`src/rtl/serial_addsub_pkg.sv`:
```
// Shared types for the serial add/subtract engine.
// Holds the FSM state encoding and the default geometry (limb width and count).
package serial_addsub_pkg;

  localparam int unsigned DefLimbW = 32;
  localparam int unsigned DefLimbs = 8;

  typedef enum logic [1:0] {
    StIdle = 2'd0,
    StRun  = 2'd1,
    StDone = 2'd2
  } state_e;

endpackage

```
`src/rtl/serial_addsub_if.sv`:
```
// Request/response bundle for serial_addsub.
// slave  : engine side (takes start/add_sub/a/b, drives busy/done/result/cout)
// master : requester side
interface serial_addsub_if #(
  parameter int unsigned LIMB_W = 32,
  parameter int unsigned LIMBS  = 8
);
  localparam int unsigned W = LIMB_W * LIMBS;

  logic         start_i;
  logic         add_sub_i;
  logic [W-1:0] a_i;
  logic [W-1:0] b_i;
  logic         busy_o;
  logic         done_o;
  logic [W-1:0] result_o;
  logic         cout_o;

  modport slave (
    input  start_i, add_sub_i, a_i, b_i,
    output busy_o, done_o, result_o, cout_o
  );

  modport master (
    output start_i, add_sub_i, a_i, b_i,
    input  busy_o, done_o, result_o, cout_o
  );
endinterface

```
`src/rtl/serial_addsub_pmi_addsub.sv`:
```
// Behavioural model of the vendor pmi_addsub slice (port names follow the macro so the
// vendor primitive can be dropped in unchanged).
// DataA/DataB : operands        Cin     : carry in (subtract: 1 = no borrow in)
// Add_Sub     : 1 add, 0 sub    Result  : sum/difference
// Cout        : carry out (subtract: 1 = no borrow out)
module pmi_addsub #(
  parameter int pmi_data_width   = 8,
  parameter int pmi_result_width = 8
) (
  input  logic [pmi_data_width-1:0]   DataA,
  input  logic [pmi_data_width-1:0]   DataB,
  input  logic                        Cin,
  input  logic                        Add_Sub,
  output logic [pmi_result_width-1:0] Result,
  output logic                        Cout
);
  logic [pmi_data_width-1:0] b_eff;
  logic [pmi_data_width:0]   sum;

  // Subtract as A + ~B + Cin, so Cout is the no-borrow flag with no extra logic.
  always_comb begin
    b_eff = Add_Sub ? DataB : ~DataB;
    sum   = {1'b0, DataA} + {1'b0, b_eff} + {{pmi_data_width{1'b0}}, Cin};
  end

  assign Result = sum[pmi_result_width-1:0];
  assign Cout   = sum[pmi_data_width];
endmodule

```
`src/rtl/serial_addsub.sv`:
```
// Wide add/subtract engine: streams LIMBS x LIMB_W operands through one LIMB_W-bit
// adder slice, least-significant limb first, chaining carry/borrow between limbs.
// CLK_I : clock (rising edge)      RST_I : synchronous active-high reset
// bus   : request (start, add_sub, a, b) and response (busy, done, result, cout)
module serial_addsub
  import serial_addsub_pkg::*;
#(
  parameter int unsigned LIMB_W = DefLimbW,
  parameter int unsigned LIMBS  = DefLimbs
) (
  input  logic            CLK_I,
  input  logic            RST_I,
  serial_addsub_if.slave  bus
);
  localparam int unsigned IdxW = $clog2(LIMBS);
  typedef logic [IdxW-1:0] idx_t;
  typedef logic [LIMBS-1:0][LIMB_W-1:0] word_t;

  state_e state_q, state_d;
  idx_t   idx_q, idx_d;
  logic   carry_q, carry_d;
  logic   add_q, add_d;
  logic   cout_q, cout_d;
  word_t  a_q, a_d, b_q, b_d, res_q, res_d;

  logic [LIMB_W-1:0] limb_sum;
  logic              limb_cout;

  pmi_addsub #(
    .pmi_data_width   (LIMB_W),
    .pmi_result_width (LIMB_W)
  ) u_slice (
    .DataA   (a_q[idx_q]),
    .DataB   (b_q[idx_q]),
    .Cin     (carry_q),
    .Add_Sub (add_q),
    .Result  (limb_sum),
    .Cout    (limb_cout)
  );

  always_comb begin
    state_d = state_q;
    idx_d   = idx_q;
    carry_d = carry_q;
    add_d   = add_q;
    cout_d  = cout_q;
    a_d     = a_q;
    b_d     = b_q;
    res_d   = res_q;
    unique case (state_q)
      StIdle: begin
        if (bus.start_i) begin
          a_d     = bus.a_i;
          b_d     = bus.b_i;
          add_d   = bus.add_sub_i;
          idx_d   = '0;
          // Subtract starts with "no borrow" asserted.
          carry_d = ~bus.add_sub_i;
          state_d = StRun;
        end
      end
      StRun: begin
        res_d[idx_q] = limb_sum;
        carry_d      = limb_cout;
        idx_d        = idx_q + idx_t'(1);
        if (idx_q == idx_t'(LIMBS - 1)) begin
          idx_d   = '0;
          cout_d  = limb_cout;
          state_d = StDone;
        end
      end
      StDone:  state_d = StIdle;
      default: state_d = StIdle;
    endcase
  end

  always_ff @(posedge CLK_I) begin
    if (RST_I) begin
      state_q <= StIdle;
      idx_q   <= '0;
      carry_q <= 1'b0;
      add_q   <= 1'b0;
      cout_q  <= 1'b0;
      a_q     <= '0;
      b_q     <= '0;
      res_q   <= '0;
    end else begin
      state_q <= state_d;
      idx_q   <= idx_d;
      carry_q <= carry_d;
      add_q   <= add_d;
      cout_q  <= cout_d;
      a_q     <= a_d;
      b_q     <= b_d;
      res_q   <= res_d;
    end
  end

  assign bus.busy_o   = (state_q != StIdle);
  assign bus.done_o   = (state_q == StDone);
  assign bus.result_o = res_q;
  assign bus.cout_o   = cout_q;
endmodule

```
`src/flat_wrapper.sv`:
```
// flat-port wrapper written by rule: the top's interface ports become plain ports
module serial_addsub_flat import serial_addsub_pkg::*;
#(
  parameter int unsigned LIMB_W = DefLimbW,
  parameter int unsigned LIMBS  = DefLimbs
)
  (CLK_I, RST_I, bus_start_i, bus_add_sub_i, bus_a_i, bus_b_i, bus_busy_o, bus_done_o, bus_result_o, bus_cout_o);
  serial_addsub_if #(.LIMB_W(LIMB_W), .LIMBS(LIMBS)) bus_i ();
  input  logic CLK_I;
  input  logic RST_I;
  input wire logic [$bits(bus_i.start_i)-1:0] bus_start_i;
  input wire logic [$bits(bus_i.add_sub_i)-1:0] bus_add_sub_i;
  input wire logic [$bits(bus_i.a_i)-1:0] bus_a_i;
  input wire logic [$bits(bus_i.b_i)-1:0] bus_b_i;
  output wire logic [$bits(bus_i.busy_o)-1:0] bus_busy_o;
  output wire logic [$bits(bus_i.done_o)-1:0] bus_done_o;
  output wire logic [$bits(bus_i.result_o)-1:0] bus_result_o;
  output wire logic [$bits(bus_i.cout_o)-1:0] bus_cout_o;
  assign bus_i.start_i = bus_start_i;
  assign bus_i.add_sub_i = bus_add_sub_i;
  assign bus_i.a_i = bus_a_i;
  assign bus_i.b_i = bus_b_i;
  assign bus_busy_o = bus_i.busy_o;
  assign bus_done_o = bus_i.done_o;
  assign bus_result_o = bus_i.result_o;
  assign bus_cout_o = bus_i.cout_o;
  serial_addsub #(.LIMB_W(LIMB_W), .LIMBS(LIMBS)) u_core (.CLK_I(CLK_I), .RST_I(RST_I), .bus(bus_i));
endmodule
```
`config.mk`:
```
export PLATFORM = sky130hd
export DESIGN_NAME = serial_addsub_flat
export DESIGN_NICKNAME = d
export VERILOG_FILES = /design/src/rtl/serial_addsub_pkg.sv /design/src/rtl/serial_addsub_if.sv /design/src/rtl/serial_addsub_pmi_addsub.sv /design/src/rtl/serial_addsub.sv /design/src/flat_wrapper.sv
export SDC_FILE = /design/constraint.sdc
export NUM_CORES = 2
export LEC_CHECK = 0
export CORE_MARGIN = 3
export CORE_UTILIZATION = 29
export CTS_CLUSTER_DIAMETER = 30
export DETAILED_ROUTE_END_ITERATION = 6
export PLACE_DENSITY = 0.57
export SLEW_MARGIN = 20
export SYNTH_ARGS = -nofsm -noshare
export SYNTH_HDL_FRONTEND = slang
export SYNTH_SLANG_ARGS = --single-unit
```
`constraint.sdc`:
```
create_clock -name CLK_I -period 10.3 [get_ports CLK_I]
set_input_delay 2.06 -clock CLK_I [delete_from_list [all_inputs] [get_ports CLK_I]]
set_output_delay 2.06 -clock CLK_I [all_outputs]
set_load 0.005 [all_outputs]
```
==> results by group <==
Place
  – Final HPWL DP: 101,500 microns
  – PortBufs: 774
  – Pre-CTS setup slack: about 4.5 ns
  – Cells after DPL: roughly 6,000
  – DP Area: just over 40,000 sq um
  – GPL Wtd Cong: 0.8663

GRT
  – Vias in the first global route: 30,880
  – Pin count of the biggest net entering global routing: 204
  – Overall Global Routing Usage: 24.38%
  – Grt total ovfl: 0
  – First-pass GRT wire length: 205,700 microns
  – Number of antenna violations at the first check in global routing: 33

Critical path
  – CP Capture Type: flop
  – Worst Path Required: roughly 11 ns
  – CP startpoint kind: flop
  – CP top delay family: compound AO/OA/AOI/OAI gates
  – Crit path max-delay cell type: and3b_4
  – Setup CP Type: reg -> reg
  – Max incr delay on CP: 0.75 ns
  – WP buf/inv: 2
  – Peak fanout along the critical path: 37
  – Critical-path cell list: and3b_4 > buf_4 > a22oi_1 > nand4_1 > xor2_1 > fa_1 > inv_1 > fa_1 > a211oi_1 > o21ai_1 > o21a_1 > o21ai_1 > a211oi_1 > o21a_1 > or2_1 > o311ai_1
  – Crit path arrival time: 6.30 ns

Clocking
  – Worst skew pair latency: between 0.7 and 0.8 ns
  – Clock sink total: 776
  – Total CTS buffers: 176
  – Hold Buf Count CTS: 0
  – H-tree depth: 4
  – CTS clk-pin slew, worst paths: 0.05 ns
  – Post-CTS sizing: 0
  – CTS tree: done
  – Clock root buffer: clkbuf_16
  – Clock buffer depth: 3
  – Setup repair bufs after CTS: 0

Logic synthesis
  – Post-synth top flop: dfxtp_1
  – Mapped Avg Cell Area: 7.744 sq um
  – Mapped Cells: 4,094
  – Post-Syn Nets: between 4,000 and 5,000
  – Yosys reg bits: 776
  – Distinct cells, synth: 73
  – YS warnings: 0
  – Post-synth EDFFs: 0
  – Area of the mapped netlist: 31,700 sq um
  – Sequential area share after synthesis: 49.00%
  – Async S/R FF share, synth: 0%

Routing
  – DRC: 0
  – Initial DRC Count: between 2,000 and 3,000
  – DRT antenna net count: 0
  – WL/cell: 22.87 microns
  – Via count: between 30,000 and 40,000
  – Final wirelength: between 100,000 and 150,000 microns
  – Vias per inst: 5.103
  – Total iterations of the first detailed-routing run: 7

Finish
  – Most frequent cells in the layout: nand2_1 (1,369), dfxtp_1 (775), clkdlybuf4s50_1 (773)
  – Multi-input gate area: 14,900 sq um
  – # fillers: 10,920
  – Area delta synth->final: 47.24%
  – Share of cells above drive strength 1: 8.063%
  – Final Non-Filler Cells: ~6,300
  – Most common cell after layout, fill and taps aside: nand2_1
  – Fin nets: 5,301
  – Fin util: a little over two fifths
  – Final instance area: between 40,000 and 50,000 sq um
  – Register area: roughly 16,000 sq um

Power
  – PD cells: between 200 and 250 nW/um^2
  – Comb power frac: 14.1%
  – Internal power: between 7 and 8 mW
  – Switch share: between 20% and 30%
  – Leakage dissipation: 16.91 nW
  – Flop pwr share: 31.1%
  – Max VDD drop: between 150 and 200 uV
  – Psw: 2.874 mW
  – Clock power frac: 54.7%

STA
  – Relative max-transition margin: roughly a quarter
  – RSZ-0062 raised after global routing: no
  – Setup TNS: 0 ns
  – Slew Limit Fails: 0
  – Period utilization: between 50% and 60%
  – Count of final hold-check violations: 0
  – Final setup fails: 0
  – Worst Max-Slew Pin Slew: 1.129 ns
  – Max Fclk: 176.0 MHz
  – Setup ws final: 4.619 ns
  – Final Skew: 0.02829 ns
  – Post-layout min period: 5.681 ns

Floorplan
  – Die Y: 336.6 microns
  – Die W: 336.6 microns
  – Initial core utilization: a little under 30%
  – Num ports: 775
  – Die area: roughly 110,000 sq um
  – Site Rows: 120
  – Core area: between 100,000 and 150,000 sq um

Status
  – Status: finished clean

Hold path
  – HP Class: reg -> reg

Run
  – Max_cap viols: 0
[cell type report]
cell class	instances	area share (%)
clock buffer	242	10.85
sequential	776	33.28
inverter	12	0.09649
multi-input combinational	2959	31.92
antenna	19	0.1019
clock inverter	85	2.447
timing repair buffer	825	17.54
tap	1403	3.761
[power groups by stage]
stage	registers, mW	logic (mW)	clock network (mW)
3_3_place_gp	3.30	1.47	0
4_1_cts	3.25	1.49	5.79
2_1_floorplan	3.28	0.754	0
5_1_grt	3.27	1.59	5.96
3_5_place_dp	3.31	1.48	0
6_report	3.25	1.48	5.72
[metal layers]
layer  wire, microns  global-route usage [%]  vias up
met1           61080                   30.82    15430
met4            4067                   9.072       12
met3            9916                   5.121      222
met5              76                       0        -
li1                -                       -    15390
met2           69440                   40.80     1199
[logic make-up (layout without fill, tap and decap cells)]
kind of cell               after synthesis  after routing  share of synthesized area, %
xor gates and xnor gates                48             48                         1.373
buffers and inverters                  359           1164                         4.302
AOI/OAI and AO/OA                     1182           1182                         22.27
other                                    0             19                             0
DFF                                    776            776                         49.00
muxes                                    1              1                       0.03157
adders and majority gates               35             35                         1.429
and+or+nand+nor                       1693           1693                         21.59
[synthesized netlist by cell type, drive strengths merged (2+ instances only)]
library cell  number  area (sq um)
or2                3         18.77
nand4             77         481.7
a211oi            31         247.7
o311ai             8         70.07
o2111a             2         22.52
a32o               8         80.08
and4               3         26.28
o31a               2         17.52
a21oi            755          3782
nand3             57         290.3
fa                 2         40.04
and2              14         87.58
a211o              9         78.83
o21bai             4         30.03
nand2b             7         43.79
nor3b              4         30.03
nor3               7         40.04
a221oi             3         26.28
o21ai             35         182.7
nor2b              8         50.05
clkbuf           312          1172
o31ai             16         120.1
nand2           1378          5172
a2111oi            4         55.06
and3               6         37.54
a31oi              6         52.55
nand3b             4         30.03
a21o              23         172.7
nor4               9         71.32
xor2               3         26.28
xnor2             45         409.1
or3                3         18.77
ha                33         412.9
dfxtp            776         15530
o211ai             3         22.52
o21a               6         45.04
buf               35         146.4
a21boi             3         22.52
a22oi            254          1907
nor2             109         411.7
inv               12         45.04
and3b              2         17.52
[per-stage QoR]
step / hold WS, ns / total power, mW
3_3_place_gp: 0.4413 / 4.776
6_report: 0.4483 / 10.45
5_1_grt: 0.4623 / 10.82
2_1_floorplan: 0.4360 / 4.030
3_5_place_dp: 0.4453 / 4.786
4_1_cts: 0.4514 / 10.53
[path summary, 6_finish.rpt]
| check | startpoint | cells after the start | slack [ns] | to |
|---|---|---|---|---|
| worst min register to register | u_core.bus.result_o[99] | 2 | 0.45 | u_core.bus.result_o[99] |
| worst max-delay path | u_core.idx_q[0] | 16 | 4.62 | u_core.bus.result_o[220] |
| worst max register to register | u_core.idx_q[0] | 16 | 4.62 | u_core.bus.result_o[220] |
| worst min-delay path | u_core.bus.result_o[99] | 2 | 0.45 | u_core.bus.result_o[99] |
[registers in the layout, summed over array words and instances (netlist names)]
signal               count
u_core.bus.cout_o        1
u_core.state_q           2
u_core.carry_q           1
u_core.a_q             256
u_core.bus.result_o    256
u_core.b_q             256
u_core.idx_q             3
u_core.add_q             1
[worst reg2reg max path: stages (launching register included)]
cell and delay [ns]:
dfxtp_1 0.63, and3b_4 0.75, buf_4 0.61, a22oi_1 0.14, nand4_1 0.15, xor2_1 0.28
fa_1 0.26, inv_1 0.06, fa_1 0.45, a211oi_1 0.30, o21ai_1 0.21, o21a_1 0.23
o21ai_1 0.28, a211oi_1 0.13, o21a_1 0.34, or2_1 0.39, o311ai_1 0.35
Power figures use the tool's default switching activity.
